### src/rtl/vc_mux_n_pipe.sv
// vc_mux_n_pipe: N-input select mux into a 2-entry FIFO; define VC_MUX_N_PIPE_DOMAIN_SCRUB_EN to drop cross-domain messages
module vc_mux_n_pipe #(
  parameter int p_nbits   = 32,
  parameter int p_ninputs = 4,
  parameter int p_selbits = 2
) (
  input  logic                         clk,
  input  logic                         reset_n,
  input  logic                         domain,
  input  logic [p_selbits-1:0]         sel,
  input  logic [p_ninputs*p_nbits-1:0] in_msg,
  input  logic [p_ninputs-1:0]         in_domain,
  input  logic [p_ninputs-1:0]         in_val,
  output logic [p_ninputs-1:0]         in_rdy,
  output logic [p_nbits-1:0]           out_msg,
  output logic                         out_domain,
  output logic                         out_val,
  input  logic                         out_rdy,
  output logic [7:0]                   drop_cnt
);
  localparam logic [p_selbits:0] lp_n = p_selbits'(p_ninputs) == 0 ? {1'b1, p_selbits'(0)} : {1'b0, p_selbits'(p_ninputs)};
  logic [p_nbits+1:0] w_ch [2**p_selbits];
  logic [p_nbits:0]   r_mem [2];
  logic               r_wr, r_rd;
  logic [1:0]         r_cnt;
  logic               w_full, w_acc, w_enq, w_deq;
  genvar i;
  generate
    for (i = 0; i < 2**p_selbits; i++) begin : g_ch
      if (i < p_ninputs) begin : g_in
        assign w_ch[i]   = {in_val[i], in_domain[i], in_msg[i*p_nbits +: p_nbits]};
        assign in_rdy[i] = reset_n && !w_full && sel == p_selbits'(i);
      end else begin : g_pad
        assign w_ch[i] = '0;
      end
    end
  endgenerate
  assign w_full = r_cnt == 2'd2;
  assign w_acc  = ({1'b0, sel} < lp_n) && w_ch[sel][p_nbits+1] && !w_full;
  assign w_deq  = out_val && out_rdy;
`ifdef VC_MUX_N_PIPE_DOMAIN_SCRUB_EN
  logic       w_drop;
  logic [7:0] r_drop;
  assign w_drop   = w_acc && (w_ch[sel][p_nbits] != domain);
  assign w_enq    = w_acc && !w_drop;
  assign drop_cnt = r_drop;
  always_ff @(posedge clk or negedge reset_n)
    if (!reset_n) r_drop <= '0;
    else if (w_drop && r_drop != 8'hFF) r_drop <= r_drop + 8'd1;
`else
  assign w_enq    = w_acc;
  assign drop_cnt = '0;
`endif
  always_ff @(posedge clk or negedge reset_n) begin
    if (!reset_n) begin
      r_mem[0] <= '0;
      r_mem[1] <= '0;
      r_wr     <= 1'b0;
      r_rd     <= 1'b0;
      r_cnt    <= '0;
    end else begin
      if (w_enq) r_mem[r_wr] <= w_ch[sel][p_nbits:0];
      if (w_enq) r_wr <= ~r_wr;
      if (w_deq) r_rd <= ~r_rd;
      r_cnt <= r_cnt + 2'(w_enq) - 2'(w_deq);
    end
  end
  assign {out_domain, out_msg} = r_mem[r_rd];
  assign out_val = r_cnt != 2'd0;
endmodule

### config.mk
export PLATFORM = sky130hd
export DESIGN_NAME = vc_mux_n_pipe
export DESIGN_NICKNAME = d
export VERILOG_FILES = /design/src/rtl/vc_mux_n_pipe.sv
export SDC_FILE = /design/constraint.sdc
export NUM_CORES = 1
export LEC_CHECK = 0
export BUFFER_PORTS_ARGS = -buffer_cell sky130_fd_sc_hd__buf_2
export CAP_MARGIN = 20
export CORE_ASPECT_RATIO = 0.9
export CORE_MARGIN = 5
export CORE_UTILIZATION = 53
export CTS_BUF_LIST = sky130_fd_sc_hd__clkbuf_4 sky130_fd_sc_hd__clkbuf_8
export DETAILED_ROUTE_END_ITERATION = 16
export PLACE_DENSITY = 0.89
export SYNTH_ARGS = -nofsm -noshare
export SYNTH_HDL_FRONTEND = slang
export SYNTH_SLANG_ARGS = --single-unit
### constraint.sdc
create_clock -name clk -period 2.8 [get_ports clk]
set_clock_uncertainty 0.15 [all_clocks]
set_input_delay 0.42 -clock clk [delete_from_list [all_inputs] [get_ports clk]]
set_output_delay 0.42 -clock clk [all_outputs]
set_load 0.05 [all_outputs]
# --- After elaboration in Yosys (flattened, before gate mapping) ---
# Cells that the tools add are included.
totals:
  regBits: 70
  input_bits: 142
  out_inout_bits: 46
  elab_cells: 40
classes:
  addsub: 2
  magnitude_cmp: 4
  eq_ne: 4
  mux: 9
  bitwise_logic: 5
  reduce_logical: 11
op_table:
  columns: ["cell", "n"]
  rows:
  - ["33-bit 2-to-1 mux", 4]
  - ["34-bit binary-select mux with 2-bit select", 1]
  - ["34-bit 2-to-1 mux", 2]
  - ["66-bit bitwise mux", 1]
  - ["33-bit demux with 1-bit select", 1]
  - ["1-bit logical AND", 8]
  - ["2-bit equality test (second input constant)", 3]
  - ["2-bit >= comparator (second input constant)", 2]
  - ["1-bit inverter with 2-bit output", 2]
  - ["3-bit >= comparator (second input constant)", 1]
  - ["2-bit inverter with 3-bit output", 1]
  - ["2-bit by 1-bit adder with 2-bit output", 1]
  - ["2-bit by 1-bit equality test with 1-bit output (second input constant)", 1]
  - ["2-bit zero test", 1]
  - ["2-bit by 1-bit less-than comparator with 1-bit output (second input constant)", 1]
  - ["1-bit inverter", 2]
  - ["2-bit nonzero test", 1]
  - ["2-bit by 1-bit subtractor with 2-bit output", 1]
  - ["1-bit zero test", 1]

# --- Depth between registers and ports, before layout ---
# Gate-level depths: netlist of run 1.
logic_depth:
  depth_word: 7
  mapped_depth: 8

# --- Worst setup path before layout of run 1 ---
# No wires, ideal clock.
synth_path:
  kind: "input to output"
  from: "input sel[1]"
  to: "output in_rdy[2]"
  arrival_ns: 2.110
  required_ns: 2.230
  path_slack_ns: 0.120
  stages: 3
  n_path_buf: 2
  path_cell_list: "buf_2 -> buf_1 -> nor3b_1"
synth_via:
  elab_chain_len: 2
synth_rtl:
  columns: ["item", "line", "source"]
  rows:
  - ["from (decl)", "10", "input logic [p_selbits-1:0] sel,"]
  - ["2-bit equality test", "32", "assign in_rdy[i] = reset_n && !w_full && sel == p_selbits'(i);"]
  - ["1-bit logical AND", "32", null]
  - ["to (decl)", "14", "output logic [p_ninputs-1:0] in_rdy,"]
# No other way between the ends.

# --- Final worst setup path of run 1 ---
layout_path:
  from: "register r_rd"
  to: "output out_msg[23]"
layout_via:
  elab_chain_len: 4
layout_rtl:
  columns: ["item", "line", "source"]
  rows:
  - ["from (decl)", "24", "logic r_wr, r_rd;"]
  - ["from (signal assigned)", "64", "if (w_deq) r_rd <= ~r_rd;"]
  - ["1-bit inverter with 2-bit output (not written as such)", "68", "assign {out_domain, out_msg} = r_mem[r_rd];"]
  - ["33-bit 2-to-1 mux (not written as such) (3 in series)", "68", null]
  - ["to (decl)", "15", "output logic [p_nbits-1:0] out_msg,"]
# No other way between the ends. The select of a mux whose other input is x is not followed.

==> results by stage, run 1 <==
Outcome:
- The run finished with clean final reports.

Finish:
- The number of antenna diodes in the final layout is 0.
- The library cell used most frequently in the layout, excluding fill and tap cells, is buf_2.
- The layout has 558 filler cells.
- The final net count is 574.
- The area overhead of the layout relative to synthesis is 28.6%.
- In the layout the commonest cells are buf_2 (177), mux2_2 (69), dfrtp_1 (69).
- In the final layout, the share of cells above drive strength 1 is 78.2%.

Detailed routing:
- The total number of vias is 2846.
- The first detailed-routing pass took 4 iterations.
- The remaining design rule violation count is 0.
- The number of nets still failing antenna checks after routing is 0.
- Dividing the detail-routed wire length by the instance count gives 18.5 um.
- In the routed layout, each cell is associated on average with a via count of 5.36.
- The final layout contains routed wiring with a total length of 9810 um.
- The number of design-rule violations left by the first detailed-router iteration is 77.

Power and ir drop:
- Sequential cells burn 29.9% of the power.
- The internal power consumption is 3.55 mW.
- Across the VDD grid, the largest voltage drop is 969 uV.
- The static power due to leakage is 2.50 nW.
- Per report_power, the clock group accounts for 14.0% of the total.
- In this run the power spent charging and discharging nets is 2.85 mW.
- Net switching is 44.6% of the power.
- In this run the power density over the cells is 1210 nW/um2.
- The part of the total power dissipated in combinational logic is 56.2%.

Global routing:
- Entering global routing, the biggest net connects 63 pins.
- After global routing the overflow that remains totals 0.
- The total track usage is 21.6%.
- The number of antenna violations at the first check in global routing is 0.
- The via count of the first global-routing pass is 3350.
- The first global-routing pass estimated 15900 um of wire.

Floorplanning:
- The core region area is 7540 um2.
- Once the floorplan was initialized, standard cells occupied 54.2% of the core.
- The die is 103 um wide.
- 188 I/O pins were placed.
- From bottom edge to top edge, the die measures 93.4 um.
- The placement row count is 30.
- The die covers 9580 um2.

Clocking:
- Clock-pin slew was measured on the worst setup and hold paths at 80 ps.
- The CTS tree is yes.
- For this design, the sink count on the clock tree is 70.
- The root buffer cell is clkbuf_8.
- The number of gates resized after cts is 0.
- The clock buffer count from CTS is 9.
- The total number of H-tree levels is 3.
- For the worst-skew pair, the clock arrives at the later sink with an insertion delay of 340 ps.
- The worst-case clock buffer depth is 2.

Setup path:
- Counting both buffers and inverters, the worst setup path holds a total of 1.
- Data on the critical path arrives at its endpoint at 1900 ps.
- The critical path goes through mux2_2, buf_2.
- The largest single stage delay on the critical path is 910 ps.
- The element type at the critical path end is an output pin.
- Among cell families on the critical path, the largest total delay comes from flip-flops.
- The critical path class is reg -> out.
- The startpoint type of the worst setup path is a flop.
- The data required time of the critical path is 2230 ps.
- Among all stages on the critical path, the largest delay is contributed by dfrtp_2.
- The maximum net fanout on the critical path is 34.

Timing:
- Counting I/O delays and the setup requirement, the final critical path takes 2470 ps.
- The number of pins with negative max-slew slack in the final report is 0.
- The total setup violations reported at the end of the flow is 0.
- Setup repair after global routing left no endpoint under its margin.
- The count of endpoints failing hold in the final timing report is 0.
- Once routing completed, OpenROAD measured the worst setup slack at 325 ps.
- Headroom to the max-slew limit came out at 44.7%.
- For this run, the top clock speed supported by timing is 404 MHz.
- The transition time of the tightest slew-check pin is 830 ps.
- In the finished design, the share of the clock period the worst path needs comes to 88.4%.
- The summed negative setup slack over all endpoints is 0 ps.

Worst hold path:
- The worst hold-check path type is in -> reg.

Synthesis:
- For this run, the number of Yosys warnings is 0.
- The number of synthesized register bits is 70.
- The synthesized area per cell is 16.2 um2.
- After synthesis the cells add up to 4090 um2.
- The number of distinct library cell variants in the gate-level netlist after synthesis is 27.
- The share of synthesized area occupied by flip-flops and latches is 42.8%.
- Synthesis produced a netlist whose cell count is 252.

Placed design:
- Prior to clock tree synthesis, the placed netlist has a worst setup slack of 414 ps.
- During placement, the flow inserted port buffers numbering 178.
- Detailed placement finished with a half-perimeter wire length of 7510 um.
- The congestion estimate from routability-driven global placement came to 0.762.

Job:
- Across the run, the number of max-cap violations was 0.
[tightest hold or removal path, cell delays in order]
cell and delay (ps):
buf_2 70, and2_1 150, xor2_1 80
[logic make-up (layout without fill, tap and decap cells)]
kind of cell	after synthesis	after routing	synth area share [%]
AND/OR/NAND/NOR	11	11	1.96
AO/OA/AOI/OAI	2	2	0.459
buffers and inverters	28	204	4.52
flip-flops	70	70	42.8
adder cells (fa/ha/maj)	2	2	0.611
multiplexers	134	134	48.7
other	1	8	0.0916
XOR/XNOR	4	4	0.856
[cells in the mapped netlist]
cell      number  area [um2]
dfrtp_1       70        1750
mux2_2        69         777
mux4_2        33         743
mux2_4        30         450
buf_4         12        90.1
clkbuf_1       6        22.5
buf_2          4        20.0
buf_6          4        45.0
xnor2_1        3        26.3
ha_1           2        25.0
mux2_1         2        22.5
nor3b_1        2        15.0
and2_1         1        6.26
and3_4         1        11.3
and3b_4        1        12.5
and4_1         1        8.76
buf_1          1        3.75
conb_1         1        3.75
inv_1          1        3.75
nand2_1        1        3.75
nor2_1         1        3.75
nor3_1         1        5.00
o21ai_2        1        8.76
o21ba_1        1        10.0
or2_2          1        6.26
or2b_1         1        7.51
xor2_1         1        8.76
[final timing paths]
kind,slack (ps),depth (start not counted),from,end
max,330,2,r_rd$_DFFE_PN0P_,out_msg[23]
min,270,3,out_rdy,r_rd$_DFFE_PN0P_
max reg2reg,540,5,r_cnt[1]$_DFF_PN0_,r_mem[65]$_DFFE_PN0P_
min reg2reg,350,1,r_cnt[1]$_DFF_PN0_,r_cnt[1]$_DFF_PN0_
max in group asynchronous,1170,3,reset_n,r_mem[40]$_DFFE_PN0P_
min in group asynchronous,340,2,reset_n,r_mem[41]$_DFFE_PN0P_
[layer usage]
layer,GRT usage (%),wire length [um],vias to the layer above
met2,38.3,5060,128
li1,-,-,1298
met5,0,0,-
met1,25.4,3650,1409
met4,7.21,149,0
met3,5.07,946,11
[flip-flops by register name, summed over array words and instances (netlist names)]
register / cells
r_mem: 66
r_rd: 1
r_wr: 1
r_cnt: 2
[stage by stage]
step	power [mW]	hold WS [ps]	instance area, um2	std cells	utilization [%]
floorplan	4.80	-25.6	4120	259	-
global placement	5.42	103	5030	514	66.7
detailed placement	5.54	110	5030	514	66.7
CTS	6.46	254	5270	531	69.8
global route	6.73	259	5270	531	69.8
finish	6.40	270	5270	531	69.8
[timing repair]
item / in CTS / in global routing
hold endpoints to repair: 8 / 0
hold buffers: 1 / 0
setup buffers: 0 / 0
[area by class of cell]
cell class              instances  area (um2)  share of cell area (%)
repair buffers                187         976                    18.5
well taps                      96         120                    2.28
flip-flops and latches         70        1750                    33.3
inverters                       1        3.75                  0.0713
multi-input cells             161        2190                    41.6
clock buffers                  10         138                    2.61
clock inverters                 6        85.1                    1.62
[power by group through the flow]
| stage | Clock, mW | Combinational (mW) | Sequential [mW] |
|---|---|---|---|
| final | 0.893 | 3.59 | 1.91 |
| after global routing | 0.957 | 3.79 | 1.98 |
| after CTS | 0.914 | 3.63 | 1.91 |
| after detailed placement | 0 | 3.62 | 1.92 |
| after global placement | 0 | 3.54 | 1.88 |
| after floorplan | 0 | 3.08 | 1.72 |
No activity file was read; power rests on OpenSTA's default activity.
==> inputs of run 2 (changes only) <==
RECOVER_POWER = 100   (was default)
==> results by stage, run 2 (synthesis gave the netlist of run 1 again) <==
Finish:
- The largest registers in the layout are r_mem x66, r_cnt x2.
- The area overhead of the layout relative to synthesis is 25.4%.
- The most frequent standard cell in the layout excluding fill and tap cells is buf_2.
- The number of antenna diodes in the final layout is 0.
- After filler insertion, the fill cell instance count of the layout stands at 591.
- In the final layout, the share of cells above drive strength 1 is 69.7%.
- The final net count is 574.
- The count of non-filler cells in the finished layout is 531.
- The number of flip-flops under the largest register name is 66.
- More flip-flops sit in one register than any other, and that register is r_mem.
- Leaving out fill and tap cells, the most frequent cells in the layout are buf_2 (139), mux2_2 (69), dfrtp_1 (69).
- Summing all flip-flop and latch instances after layout gives 1750 um2.
- After routing the design area is 5130 um2.
- At the end of the flow the core is filled with cells to 68.0%.
- Summing all multi-input logic gate instances after layout gives 2070 um2.

Setup path:
- The worst reg-to-reg setup slack is 390 ps.
- In this run the worst path has a maximum fanout of 11.
- For the worst setup path, the data required time is 2230 ps.
- At the worst endpoint, the arrival time is 2000 ps.
- The element type at the critical path end is an output pin.
- The startpoint type of the worst setup path is an input port.
- The critical path class is in -> out.

Clocking:
- The count of clock tree sinks is 70.
- Counting the buffers created by CTS gives 9.
- The number of gates resized after cts is 0.
- The total setup buffers inserted after CTS is 0.
- The root buffer cell is clkbuf_8.
- The clock tree synthesis step divided the H-tree into 3 levels.
- The clock slew at the register clock pins of the worst setup and hold paths is 70 ps.
- TritonCTS built the clock tree.
- The clock reaches the later pin of the worst-skew pair after 330 ps.
- No sink is reached through more buffers than the 2 on the longest clock path.

Timing:
- Setup violations remaining at the end of the flow were counted as 0.
- Subtracting the final worst setup slack from the clock period gives 2570 ps.
- The part of the cycle the worst path needs is 91.7%.
- In this run the tightest slew margin relative to its limit is 44.6%.
- The number of pins with negative max-slew slack in the final report was 0.
- The count of endpoints failing hold in the final timing report came to 0.
- The fmax is 390 MHz.
- In the final timing run, aggregate negative setup slack is 0 ps.
- The setup slack after layout is 233 ps.
- The transition time of the tightest slew-check pin is 831 ps.
- Setup repair after global routing left no endpoint under its margin.

Power and ir drop:
- The clock network is responsible for 14.5% of the overall power.
- Dividing total power by cell area gives a power density of 1200 nW/um2.
- The proportion of total power due to net switching is 45.9%.
- The sequential share of power is 30.8%.
- The reported net switching power is 2.82 mW.
- The part of the total power dissipated in combinational logic is 54.7%.
- IR analysis of the VDD net gives a maximum drop of 948 uV.
- The internal power consumption is 3.32 mW.
- The static power due to leakage is 2.40 nW.

Worst hold path:
- The worst hold-check path type is in -> reg.

Floorplanning:
- The number of placed I/O pins is 188.
- The effective utilization at floorplan is 54.2%.
- The core region area is 7540 um2.
- The floorplan step set the die height to 93.4 um.
- The overall die area is 9580 um2.
- The floorplan step set the die width to 103 um.
- The placement row count is 30.

Detailed routing:
- The final wirelength is 9740 um.
- The per-cell via count in the routed design is 5.37.
- Dividing the detail-routed wire length by the instance count gives 18.3 um.
- In this run, the number of DRC markers left after iteration 0 of detailed routing was 66.
- The number of detailed-route iterations in the first pass is 4.
- Across all layers, the routed design uses 2854 vias.
- The number of nets still failing antenna checks after routing is 0.
- For this run, design rule violations remaining after detail routing come to 0.

Placed design:
- The setup slack at placement is 414 ps.
- The cell area after placement is 5030 um2.
- At the end of routability-driven placement, the weighted congestion stood at 0.762.
- The placed wire-length estimate is 7510 um.
- The total placed cells including tap cells is 514.
- During placement, the flow inserted port buffers numbering 178.

Outcome:
- The flow ran to the end, and the final reports show no timing, DRC or antenna violations.

Global routing:
- The via count of the first global-routing pass is 3350.
- The first-pass GRT wire length is 15900 um.
- The number of antenna violations at the first check in global routing came to 0.
- Entering global routing, the biggest net connects 63 pins.
- The global-route congestion overflow total is 0.
- The total track usage is 21.6%.

Job:
- Across the run, the number of max-cap violations was 0.
## run 2: critical path: stages
cell and delay (ps):
dlygate4sd3_1 560, buf_4 200, nand2_1 110, nor3b_1 190
clkbuf_1 510
## run 2: timing repair
| item | in CTS | in global routing |
|---|---|---|
| setup endpoints to repair | 0 | 0 |
| hold buffers | 1 | 0 |
| hold endpoints to repair | 8 | 0 |
## run 2: metrics by stage
stage                     power [mW]  hold WS (ps)
after detailed placement        5.54           110
after CTS                       6.46           254
final                           6.13           271
after global placement          5.42           103
after floorplan                 4.80         -25.6
after global routing            6.47           259
## run 2: worst paths after layout
| check | startpoint | end | depth (start not counted) |
|---|---|---|---|
| worst max-delay path | reset_n | in_rdy[1] | 5 |
| worst min-delay path | out_rdy | r_rd$_DFFE_PN0P_ | 3 |
| worst max register to register | r_cnt[0]$_DFF_PN0_ | r_mem[1]$_DFFE_PN0P_ | 5 |
| worst min register to register | r_mem[57]$_DFFE_PN0P_ | r_mem[57]$_DFFE_PN0P_ | 1 |
| max in group asynchronous | reset_n | r_mem[40]$_DFFE_PN0P_ | 3 |
| min in group asynchronous | reset_n | r_mem[9]$_DFFE_PN0P_ | 2 |
## run 2: area by class of cell
cell class	count	area share, %
inverter	1	0.0732
sequential	70	34.2
clock buffer	10	2.68
clock inverter	6	1.66
timing repair buffer	187	18.8
tap	96	2.34
multi-input combinational	161	40.3
## run 2: power by group through the flow
stage | Combinational (mW) | Sequential, mW | Clock, mW
after detailed placement | 3.62 | 1.92 | 0
after floorplan | 3.08 | 1.72 | 0
after global placement | 3.54 | 1.88 | 0
final | 3.35 | 1.89 | 0.892
after CTS | 3.63 | 1.91 | 0.914
after global routing | 3.55 | 1.97 | 0.957
## run 2: metal layers
metal / up-vias / GRT usage (%) / share of wire (%)
met1: 1413 / 25.4 / 37
met3: 11 / 5.07 / 9.4
met5: - / 0 / 0
met4: 0 / 7.21 / 1.5
met2: 126 / 38.3 / 52
li1: 1304 / - / -
